## src/rtl/clock_divider_bank.sv

```systemverilog
// Bank of independent programmable clock dividers. Each channel produces a ~50% duty
// divided clock and a one-cycle wrap tick; divisor updates take effect only at a period boundary.
module clock_divider_bank #(
  parameter int CHANNELS    = 4,
  parameter int WIDTH       = 28,
  parameter int SEL_W       = 2,
  parameter int DEFAULT_DIV = 1000
) (
  input  logic                clkold,
  input  logic                rst,
  input  logic [CHANNELS-1:0] en,
  input  logic                div_wr,
  input  logic [SEL_W-1:0]    div_sel,
  input  logic [WIDTH-1:0]    div_val,
  output logic [CHANNELS-1:0] clk_out,
  output logic [CHANNELS-1:0] tick,
  output logic [CHANNELS-1:0] pending
);

  localparam logic [WIDTH-1:0] DEF_DIV = (DEFAULT_DIV < 2) ? WIDTH'(2) : WIDTH'(DEFAULT_DIV);

  function automatic logic [WIDTH-1:0] clamp_div(input logic [WIDTH-1:0] v);
    return (v < WIDTH'(2)) ? WIDTH'(2) : v;
  endfunction

  logic             sel_ok;
  logic [WIDTH-1:0] wr_div;

  // Selects outside the populated channel range must never alias onto a real channel.
  assign sel_ok = (int'({1'b0, div_sel}) < CHANNELS);
  assign wr_div = clamp_div(div_val);

  for (genvar i = 0; i < CHANNELS; i++) begin : g_ch
    logic [WIDTH-1:0] cnt_q, cnt_d;
    logic [WIDTH-1:0] act_q, act_d;
    logic [WIDTH-1:0] shd_q, shd_d;
    logic             pend_q, pend_d;
    logic             clk_q, clk_d;
    logic             tick_q, tick_d;
    logic             hit;
    logic             wrap;

    assign hit  = div_wr && sel_ok && (div_sel == SEL_W'(i));
    assign wrap = (cnt_q >= act_q - WIDTH'(1));

    always_comb begin
      cnt_d  = cnt_q;
      act_d  = act_q;
      shd_d  = shd_q;
      pend_d = pend_q;
      clk_d  = 1'b0;
      tick_d = 1'b0;
      if (en[i]) begin
        clk_d  = (cnt_q < (act_q >> 1));
        tick_d = wrap;
        if (wrap) begin
          cnt_d = '0;
          // A write landing on the wrap edge bypasses the shadow and never raises pending.
          if (hit) begin
            act_d  = wr_div;
            shd_d  = wr_div;
            pend_d = 1'b0;
          end else if (pend_q) begin
            act_d  = shd_q;
            pend_d = 1'b0;
          end
        end else begin
          cnt_d = cnt_q + WIDTH'(1);
          if (hit) begin
            shd_d  = wr_div;
            pend_d = 1'b1;
          end
        end
      end else begin
        // Idle channel: every edge is a boundary, so any pending divisor lands now.
        cnt_d = '0;
        if (pend_q) begin
          act_d  = shd_q;
          pend_d = 1'b0;
        end
        if (hit) begin
          shd_d  = wr_div;
          pend_d = 1'b1;
        end
      end
    end

    always_ff @(posedge clkold or posedge rst) begin
      if (rst) begin
        cnt_q  <= '0;
        act_q  <= DEF_DIV;
        shd_q  <= DEF_DIV;
        pend_q <= 1'b0;
        clk_q  <= 1'b0;
        tick_q <= 1'b0;
      end else begin
        cnt_q  <= cnt_d;
        act_q  <= act_d;
        shd_q  <= shd_d;
        pend_q <= pend_d;
        clk_q  <= clk_d;
        tick_q <= tick_d;
      end
    end

    assign clk_out[i] = clk_q;
    assign tick[i]    = tick_q;
    assign pending[i] = pend_q;
  end

endmodule

```

## config.mk

```make
export PLATFORM = sky130hd
export DESIGN_NAME = clock_divider_bank
export DESIGN_NICKNAME = d
export VERILOG_FILES = /design/src/rtl/clock_divider_bank.sv
export SDC_FILE = /design/constraint.sdc
export NUM_CORES = 1
export LEC_CHECK = 0
export CELL_PAD_IN_SITES_DETAIL_PLACEMENT = 0
export CELL_PAD_IN_SITES_GLOBAL_PLACEMENT = 1
export CORE_ASPECT_RATIO = 1.25
export CORE_UTILIZATION = 31
export DETAILED_ROUTE_END_ITERATION = 10
export GPL_TIMING_DRIVEN = 0
export PLACE_DENSITY = 0.6
export REMOVE_ABC_BUFFERS = 1
export SYNTH_ARGS = -nofsm -noshare
export SYNTH_HDL_FRONTEND = slang
export SYNTH_SLANG_ARGS = --single-unit
```

## constraint.sdc

```tcl
create_clock -name clkold -period 11.4 [get_ports clkold]
set_input_delay 1.14 -clock clkold [delete_from_list [all_inputs] [get_ports clkold]]
set_output_delay 1.14 -clock clkold [all_outputs]
set_load 0.02 [all_outputs]
```

Yosys cells after proc, flatten, opt, wreduce, memory -nomap -nowiden
Cells that the tools add are included.
{ "word_totals": {"word_cells": 106, "out_inout_bits": 12, "in_bits": 37, "ff_bits": 348} }
{ "op_classes": {"n_addsub": 8, "magnitude_cmp": 9, "reduce_logical": 5, "eq_ne": 11, "n_mux": 49} }
{ "op_table": {"columns": ["cell", "n"], "rows": [
  ["$mux 28", 25],
  ["$add 28x1->28 const B", 4],
  ["$ge 28x28->1", 4],
  ["$lt 28x27->1", 4],
  ["$sub 28x1->28 const B", 4],
  ["$lt 28x2->1 const B", 1],
  ["$mux 1", 24],
  ["$ne 3x1->1 const B", 4],
  ["$ne 2x1->1 const B", 4],
  ["$eq 2x2->1 const B", 2],
  ["$logic_and 1x1->1", 4],
  ["$eq 2x1->1 const B", 1],
  ["$logic_not 2->1", 1]
]} }

Longest topological paths before layout
Gate-level depths: netlist (run 1).
{ "depth": {"word_depth": 5, "depth_mapped": 18, "mapped_depth_nobuf": 16} }

Least setup slack after synthesis (run 1)
OpenSTA, ideal clock, no wires.
{ "synth_timing": {"path_type": "register -> register", "start": "register g_ch[1].act_q[0]", "end": "register g_ch[1].act_q[0]", "path_stages_with_launch": 17, "setup_time_ps": 73, "path_slack_ps": 7214, "arrival_time_ps": 4113, "path_cell_list": "dfrtp_1 > inv_1 > ha_1 > nand4_1 > or4_1 > clkbuf_1 > or3_1 > or3_1 > xnor2_1 > ha_1 > nand3_1 > or4_1 > a211o_1 > o211ai_2 > a21boi_4 > buf_6 > a2bb2oi_2"} }
{ "synth_between": {"elab_chain_len": 4, "elab_cells_between_ends": 7, "classes_between": "add/sub: 1; order compare: 1; eq/ne: 1; mux: 4"} }
{ "synth_lines": {"columns": ["item", "line", "source"], "rows": [
  ["start: declaration", "35", "logic [WIDTH-1:0] act_q, act_d;"],
  ["start signal: assignment", "98", "act_q <= act_d;"],
  ["branches (longest 4 deep; another with $sub 28x1->28)", null, null]
]} }
Several ways; the timed one is not identified. The select of a mux whose other input is x is not followed.
A chain may end at the register's enable or synchronous reset.

Worst setup path after layout (run 1)
{ "layout_timing": {"start": "input port div_sel[1]", "end": "register g_ch[1].act_q[27]"} }
{ "layout_between": {"elab_chain_len": 5} }
{ "layout_lines": {"columns": ["item", "line", "source"], "rows": [
  ["start: declaration", "13", "input logic [SEL_W-1:0] div_sel,"],
  ["$eq 2x1->1", "43", "assign hit = div_wr && sel_ok && (div_sel == SEL_W'(i));"],
  ["$logic_and 1x1->1", "43", null],
  ["$mux 28", "59", "if (hit) begin"],
  ["$mux 28", "56", "if (wrap) begin"],
  ["$mux 28", "53", "if (en[i]) begin"]
]} }
No other way between the ends. The select of a mux whose other input is x is not followed.

==> metrics, run 1 <==
total grt overflow 0; Post-Synth Simple-Gate Area 14.9%; Final Hold Fails 0; min Tclk post-route 6230 ps; CP delay by family, top simple AND/OR/NAND/NOR gates; area taken by multi-input logic gates 12300 µm²; Place WS 4510 ps; Hold Path Class reg -> reg; Synth Area in Compound Gates 13.5%; critical path buffer and inverter count 2; Root Buffer Master clkbuf_16; first-pass GRT wire length 91.1 mm; #FFs+latches synth 348; CP required 11850 ps; RSZ-0062 raised after global routing no; Clock Sinks 348; top cells by area, synth dfrtp_1, ha_1, dfstp_2; DRC 0; routed vias/inst 5.02; Final Util 35.3%; Tcrit/Tclk final 54.7%; layout cells sized above 1 11.3%; Final nets 2501; clock network latency to the later pin of the worst-skew pair 570 ps; DIE AREA 72300 µm²; f_max 160 MHz; startpoint types input port; Starting Density 31.3%; Slowest cell on crit path nand2_1; initial antenna violation count 0; share of flip-flops with an asynchronous set or reset 100%; num ports 49; Std-Cell Rows 109; GRT Util Overall 15.8%; FF/Latch Area 8770 µm²; Setup-failing EPs final 0; leakage 11.5 nW; CTS tree yes; most frequent cell after synthesis dfrtp_1; largest family of logic cells by synthesized area simple AND/OR/NAND/NOR gates; # H-tree levels 2; met2 wire length 27.6 mm; clk buf depth 3; I/O Buffers 48; Die Y 300 µm; Final Skew 16.3 ps; met3 WL post-DR 1.18 mm; routability cong. 0.829; CTS buffer count 38; Total Power 3.95 mW; worst setup margin 5170 ps; Cell variety after synth 69; DRT Pass-1 Iters 7; top-area cell type share of the netlist area 34.0%; vias 16100; CP max FO 32; Least-Margin Pin Slew 1370 ps; Max-slew headroom 8.22%; register area share after synthesis 39.7%; top post-synthesis cells by count dfrtp_1, ha_1, nor2_1, nand2_1, inv_1; vias in the first global route 16500; Post-Syn Instances 2245; status finished clean; DRT antenna net count 0; pwr dens 159 nW/µm²; Post-Route M1 WL 25.1 mm; largest net degree at the start of global routing 121; EDFF count, synth 0; Mean Syn Cell Area 9.84 µm²; Top FF cell, synth dfrtp_1; adder-cell share of the synthesized area 12.7%; Routed wire per std cell 17.3 µm; Most common cell on crit path nand2_1; fill count 7183; Slew Viols, Final 0; cells along the critical path clkdlybuf4s50_1 -> nand3b_1 -> clkinv_1 -> nand2_1 -> nand2_1 -> o22ai_1 -> o2bb2a_1; post-cts hold buffer count 0; WL final 55.5 mm; Mapped Area 22100 µm²; cell area after layout 24900 µm²; core area 70600 µm²; mux cell area share after synthesis 6.49%; ANT cells 0; Yosys top cell by area dfrtp_1; Yosys warnings 0; Reg clk slew, reported paths 60 ps; post-CTS resize count 0; Worst VDD drop 90.7 µV; Placed Area 23600 µm²; Die W 241 µm; initial drt markers 921; highest metal used met4; P&R area growth vs syn 12.7%; crit end category flip-flop; slowest stage delay, CP 1220 ps; DP HPWL 40.1 mm; post-CTS setup repair buffer count 0; kind of critical path in -> reg; crit path DAT 6680 ps; max cap viols 0; xor/xnor share of the synthesized area 8.05%; worst hold slack 456 ps
-- per-stage QoR --
stage | instances | TNS, ps
after floorplan | 2132 | 0
after global placement | 3123 | -1238050
final | 3213 | 0
after CTS | 3213 | 0
after global routing | 3213 | 0
after detailed placement | 3143 | 0
-- where the power goes --
group | switching (mW) | internal (mW) | leakage [nW]
combinational | 0.518 | 0.473 | 6.62
clock | 0.523 | 0.739 | 0.625
sequential | 0.223 | 1.47 | 4.27
total | 1.26 | 2.69 | 11.5
-- layout by cell type, fill, tap and decap left out, types with 5 or more instances in the layout --
| cell | n |
|---|---|
| clkbuf_1 | 11 |
| clkbuf_8 | 9 |
| o22ai_1 | 85 |
| nand3_1 | 65 |
| o21ai_0 | 34 |
| nor4_1 | 23 |
| nand4_1 | 60 |
| buf_4 | 5 |
| mux2_2 | 81 |
| nand2b_1 | 13 |
| clkinv_2 | 7 |
| and2_1 | 12 |
| a211oi_1 | 8 |
| nor2b_1 | 9 |
| mux2i_1 | 52 |
| clkbuf_16 | 41 |
| a21oi_1 | 85 |
| and4_1 | 16 |
| nor3_1 | 38 |
| inv_1 | 140 |
| dfstp_2 | 48 |
| buf_16 | 7 |
| dfrtp_1 | 299 |
| a2111oi_0 | 10 |
| xnor2_1 | 133 |
| or4_1 | 6 |
| a21o_1 | 59 |
| nand2_1 | 160 |
| a2bb2oi_2 | 20 |
| clkdlybuf4s50_1 | 48 |
| and3_1 | 25 |
| ha_1 | 224 |
| nor2_1 | 206 |
| or3_1 | 14 |
| a2bb2oi_1 | 61 |
| xor2_1 | 70 |
-- cells by family after synthesis --
group	after synthesis
muxes	133
AOI/OAI and AO/OA	410
and+or+nand+nor	672
buffers and inverters	255
adders and majority gates	224
DFF	348
xor gates and xnor gates	203
-- state kept, by name (all words and copies together), names as in the netlist --
name,count
g_ch.act_q,112
g_ch.cnt_q,112
g_ch.shd_q,112
g_ch.clk_q,4
g_ch.pend_q,4
g_ch.tick_q,4
-- worst reg2reg max path: cells and delay by family (launching register included) --
family          cells  cell delay (ps)
fa+ha+maj           1              300
buf+inv             1              250
simple gates        8             2120
compound gates      4             2240
flops               1              440
xor+xnor            1               90
-- final timing paths --
check / start / to / slack [ps] / depth (start not counted)
max reg2reg: g_ch[3].act_q[10] / g_ch[3].act_q[0] / 5910 / 15
max in group asynchronous: rst / g_ch[0].pend_q / 8560 / 5
min in group asynchronous: rst / g_ch[2].shd_q[4] / 950 / 2
min: g_ch[1].shd_q[6] / g_ch[1].shd_q[6] / 460 / 2
max: div_sel[1] / g_ch[1].act_q[27] / 5170 / 7
min reg2reg: g_ch[1].shd_q[6] / g_ch[1].shd_q[6] / 460 / 2
-- per-layer routing --
layer  vias up  GRT usage, %
met2       160          27.5
met1      7887          20.3
met4         0          5.29
met5         -             0
met3        85          1.65
li1       7984             -
-- layout make-up --
| class | instances | share of cell area [%] |
|---|---|---|
| Multi-Input combinational cell | 1642 | 49.5 |
| Sequential cell | 348 | 35.2 |
| Clock inverter | 9 | 0.291 |
| Timing Repair Buffer | 68 | 3.34 |
| Inverter | 142 | 2.17 |
| Tap cell | 943 | 4.74 |
| Clock buffer | 61 | 4.78 |
(Power assumes the default switching activity.)
==> run 2: changes to the inputs <==
==> constraint.sdc (replaced) <==
create_clock -name clkold -period 5.5 [get_ports clkold]
set_input_delay 0.55 -clock clkold [delete_from_list [all_inputs] [get_ports clkold]]
set_output_delay 0.55 -clock clkold [all_outputs]
set_load 0.02 [all_outputs]
==> run 2 against run 1 <==
Net effect:
- sequential cell count unchanged
- largest cell class unchanged
- clock-buffer cell count unchanged
- clock power increased by 110%
- global-route usage hardly changed
- highest routed layer unchanged
- via count grew 0.11%
- utilization rose by 0.081 points
- critical path depth increased by 8
- sequential share of layout area fell by 0.081 points
- sequential power is 110% higher
- first-iteration DRC count decreased by 2.5%
- combinational power is 110% higher
==> metrics, run 2 (same netlist as run 1, synthesis figures left out) <==
CTS tree yes; DP HPWL 40.1 mm (unchanged); kind of critical path reg -> reg; RSZ-0062 raised after global routing no; startpoint types flip-flop; routability cong. 0.829 (unchanged); Total Power 8.19 mW (+110%); Final Skew 16.9 ps (+0.597 ps); DRT antenna net count 0 (unchanged); DIE AREA 72300 µm² (unchanged); WL final 56.4 mm (+1.6%); P&R area growth vs syn 13.0%; FF-to-FF End g_ch[3].act_q[0]; Die Y 300 µm (unchanged); area taken by multi-input logic gates 12400 µm² (+0.43%); clock network latency to the later pin of the worst-skew pair 570 ps (about the same); Seq pwr share 42.9% (about the same); slowest stage delay, CP 590 ps (-630 ps); # H-tree levels 2 (unchanged); Final nets 2504 (+0.12%); Setup-failing EPs final 0 (unchanged); Slowest cell on crit path or4_1; CTS buffer count 38 (unchanged); Reg clk slew, reported paths 60 ps (about the same); first-pass GRT wire length 91.2 mm (about the same); CP max FO 29 (-9.4%); crit path to g_ch[3].act_q[0]; I/O Buffers 48 (unchanged); Tcrit/Tclk final 92.9%; largest net degree at the start of global routing 121 (unchanged); Hold Path Class in -> async; Sw Share 32.1% (+0.056 points); Most common cell on crit path nor4_1; Worst VDD drop 188 µV (+110%); CP required 5950 ps (-5900 ps); status finished clean; Root Buffer Master clkbuf_16; most common cell after layout, fill and taps aside dfrtp_1; vias 16100 (+0.11%); post-CTS setup repair buffer count 0 (unchanged); cells along the critical path or4_1 -> nor4_1 -> nand3_1 -> nor4_1 -> and3_1 -> xnor2_1 -> ha_1 -> a21o_1 -> a21oi_1 -> nor2b_1 -> o21ai_1 -> o2111ai_4 -> buf_16 -> a21boi_4 -> o2bb2a_1; combinational power share 25.1% (about the same); Max-slew headroom 4.57% (-3.7 points); Critical R2R Launch g_ch[3].act_q[10]; Slew Viols, Final 0 (unchanged); Least-Margin Pin Slew 1430 ps (+54.7 ps); Starting Density 31.3% (unchanged); Place WS -804 ps (-5310 ps); Std-Cell Rows 109 (unchanged); post-cts hold buffer count 0 (unchanged); routed vias/inst 5.02 (about the same); Psw 2.63 mW (+110%); Final Util 35.3% (+0.081 points); GRT Util Overall 15.8% (about the same); ANT cells 0 (unchanged); Routed wire per std cell 17.5 µm (+1.5%); Clock Sinks 348 (unchanged); num ports 49 (unchanged); pwr dens 328 nW/µm² (+110%); initial antenna violation count 0 (unchanged); leakage 11.5 nW (+0.18%); Die W 241 µm (unchanged); clk buf depth 3 (unchanged); layout cells sized above 1 11.6% (+0.25 points); DRT Pass-1 Iters 5 (-2); FF/Latch Area 8770 µm² (unchanged); flop2flop setup slack 390 ps (-5520 ps); biggest regs g_ch.act_q: 112 flops, g_ch.cnt_q: 112 flops, g_ch.shd_q: 112 flops; reg2reg path depth 15 (unchanged); Clk pwr share 31.9% (about the same); worst setup margin 392 ps (-4780 ps); DRC 0 (unchanged); fill count 7178 (-0.070%); commonest cells after routing, fill and taps aside dfrtp_1, ha_1, nor2_1; Int Power 5.57 mW (+110%); core area 70600 µm² (unchanged); f_max 196 MHz; crit end category flip-flop; initial drt markers 898 (-2.5%); vias in the first global route 16500 (+0.055%); min Tclk post-route 5110 ps; Setup crit start g_ch[3].act_q[10]; crit path DAT 5550 ps (-1130 ps); max cap viols 0 (unchanged); total grt overflow 0 (unchanged); Final Hold Fails 0 (unchanged)
-- run 2: changes by cell type in the layout (fill, tap and decap cells not counted), sizes merged --
cell	change
a21boi	+1
clkinvlp	+1
o2111ai	+1
-- run 2: critical path, delay by kind of cell (launching register included) --
kind / cells / cell delay, ps
XOR/XNOR: 1 / 150
flip-flops: 1 / 440
AO/OA/AOI/OAI: 6 / 1830
AND/OR/NAND/NOR: 6 / 1960
buffers and inverters: 1 / 310
adder cells (fa/ha/maj): 1 / 280
-- run 2: layout make-up --
cell class / instances / share of cell area, %
flip-flops and latches: 348 / 35.1
clock inverters: 9 / 0.291
repair buffers: 68 / 3.33
clock buffers: 61 / 4.77
multi-input cells: 1644 / 49.6
inverters: 142 / 2.17
well taps: 943 / 4.73
repair inverters: 1 / 0.0201
-- run 2: what timing repair did --
item                       4_1_cts  5_1_grt
setup endpoints to repair       56       56
pin swaps                        1        1
gates resized for setup          3        3
gates cloned                     0        3
-- run 2: stage by stage --
step	area, µm²	setup TNS [ps]	instances	hold slack (ps)
finish	25000	0	3216	364
global route	25000	0	3216	389
CTS	24900	0	3213	353
detailed placement	23600	-19570	3143	450
global placement	23200	-3428640	3123	447
floorplan	21600	-1529640	2132	439
-- run 2: how the worst min path moves through the flow --
stage                     start                to  slack, ps  cells past startpoint
4_1_cts                     rst  g_ch[2].shd_q[4]        350                      2
5_1_grt                     rst  g_ch[2].shd_q[4]        390                      2
2_1_floorplan  g_ch[1].shd_q[3]  g_ch[1].shd_q[3]        440                      2
3_3_place_gp   g_ch[1].shd_q[6]  g_ch[1].shd_q[6]        450                      2
6_report                    rst  g_ch[2].shd_q[4]        360                      2
3_5_place_dp   g_ch[1].shd_q[6]  g_ch[1].shd_q[6]        450                      2
-- run 2: metal layers --
layer | track usage [%] | vias up | share of wire [%] | routed length [µm]
li1 | - | 7997 | - | -
met1 | 20.3 | 7904 | 45 | 25300
met2 | 27.5 | 146 | 50 | 28300
met3 | 1.65 | 87 | 2.0 | 1140
met4 | 5.29 | 0 | 3.0 | 1670
met5 | 0 | - | 0 | 0
-- run 2: power groups by stage --
stage	clock [mW]	sequential, mW	combinational (mW)
3_5_place_dp	0	3.55	2.07
2_1_floorplan	0	3.43	1.56
6_report	2.62	3.52	2.06
5_1_grt	2.80	3.60	2.35
3_3_place_gp	0	3.55	1.98
4_1_cts	2.70	3.52	2.09
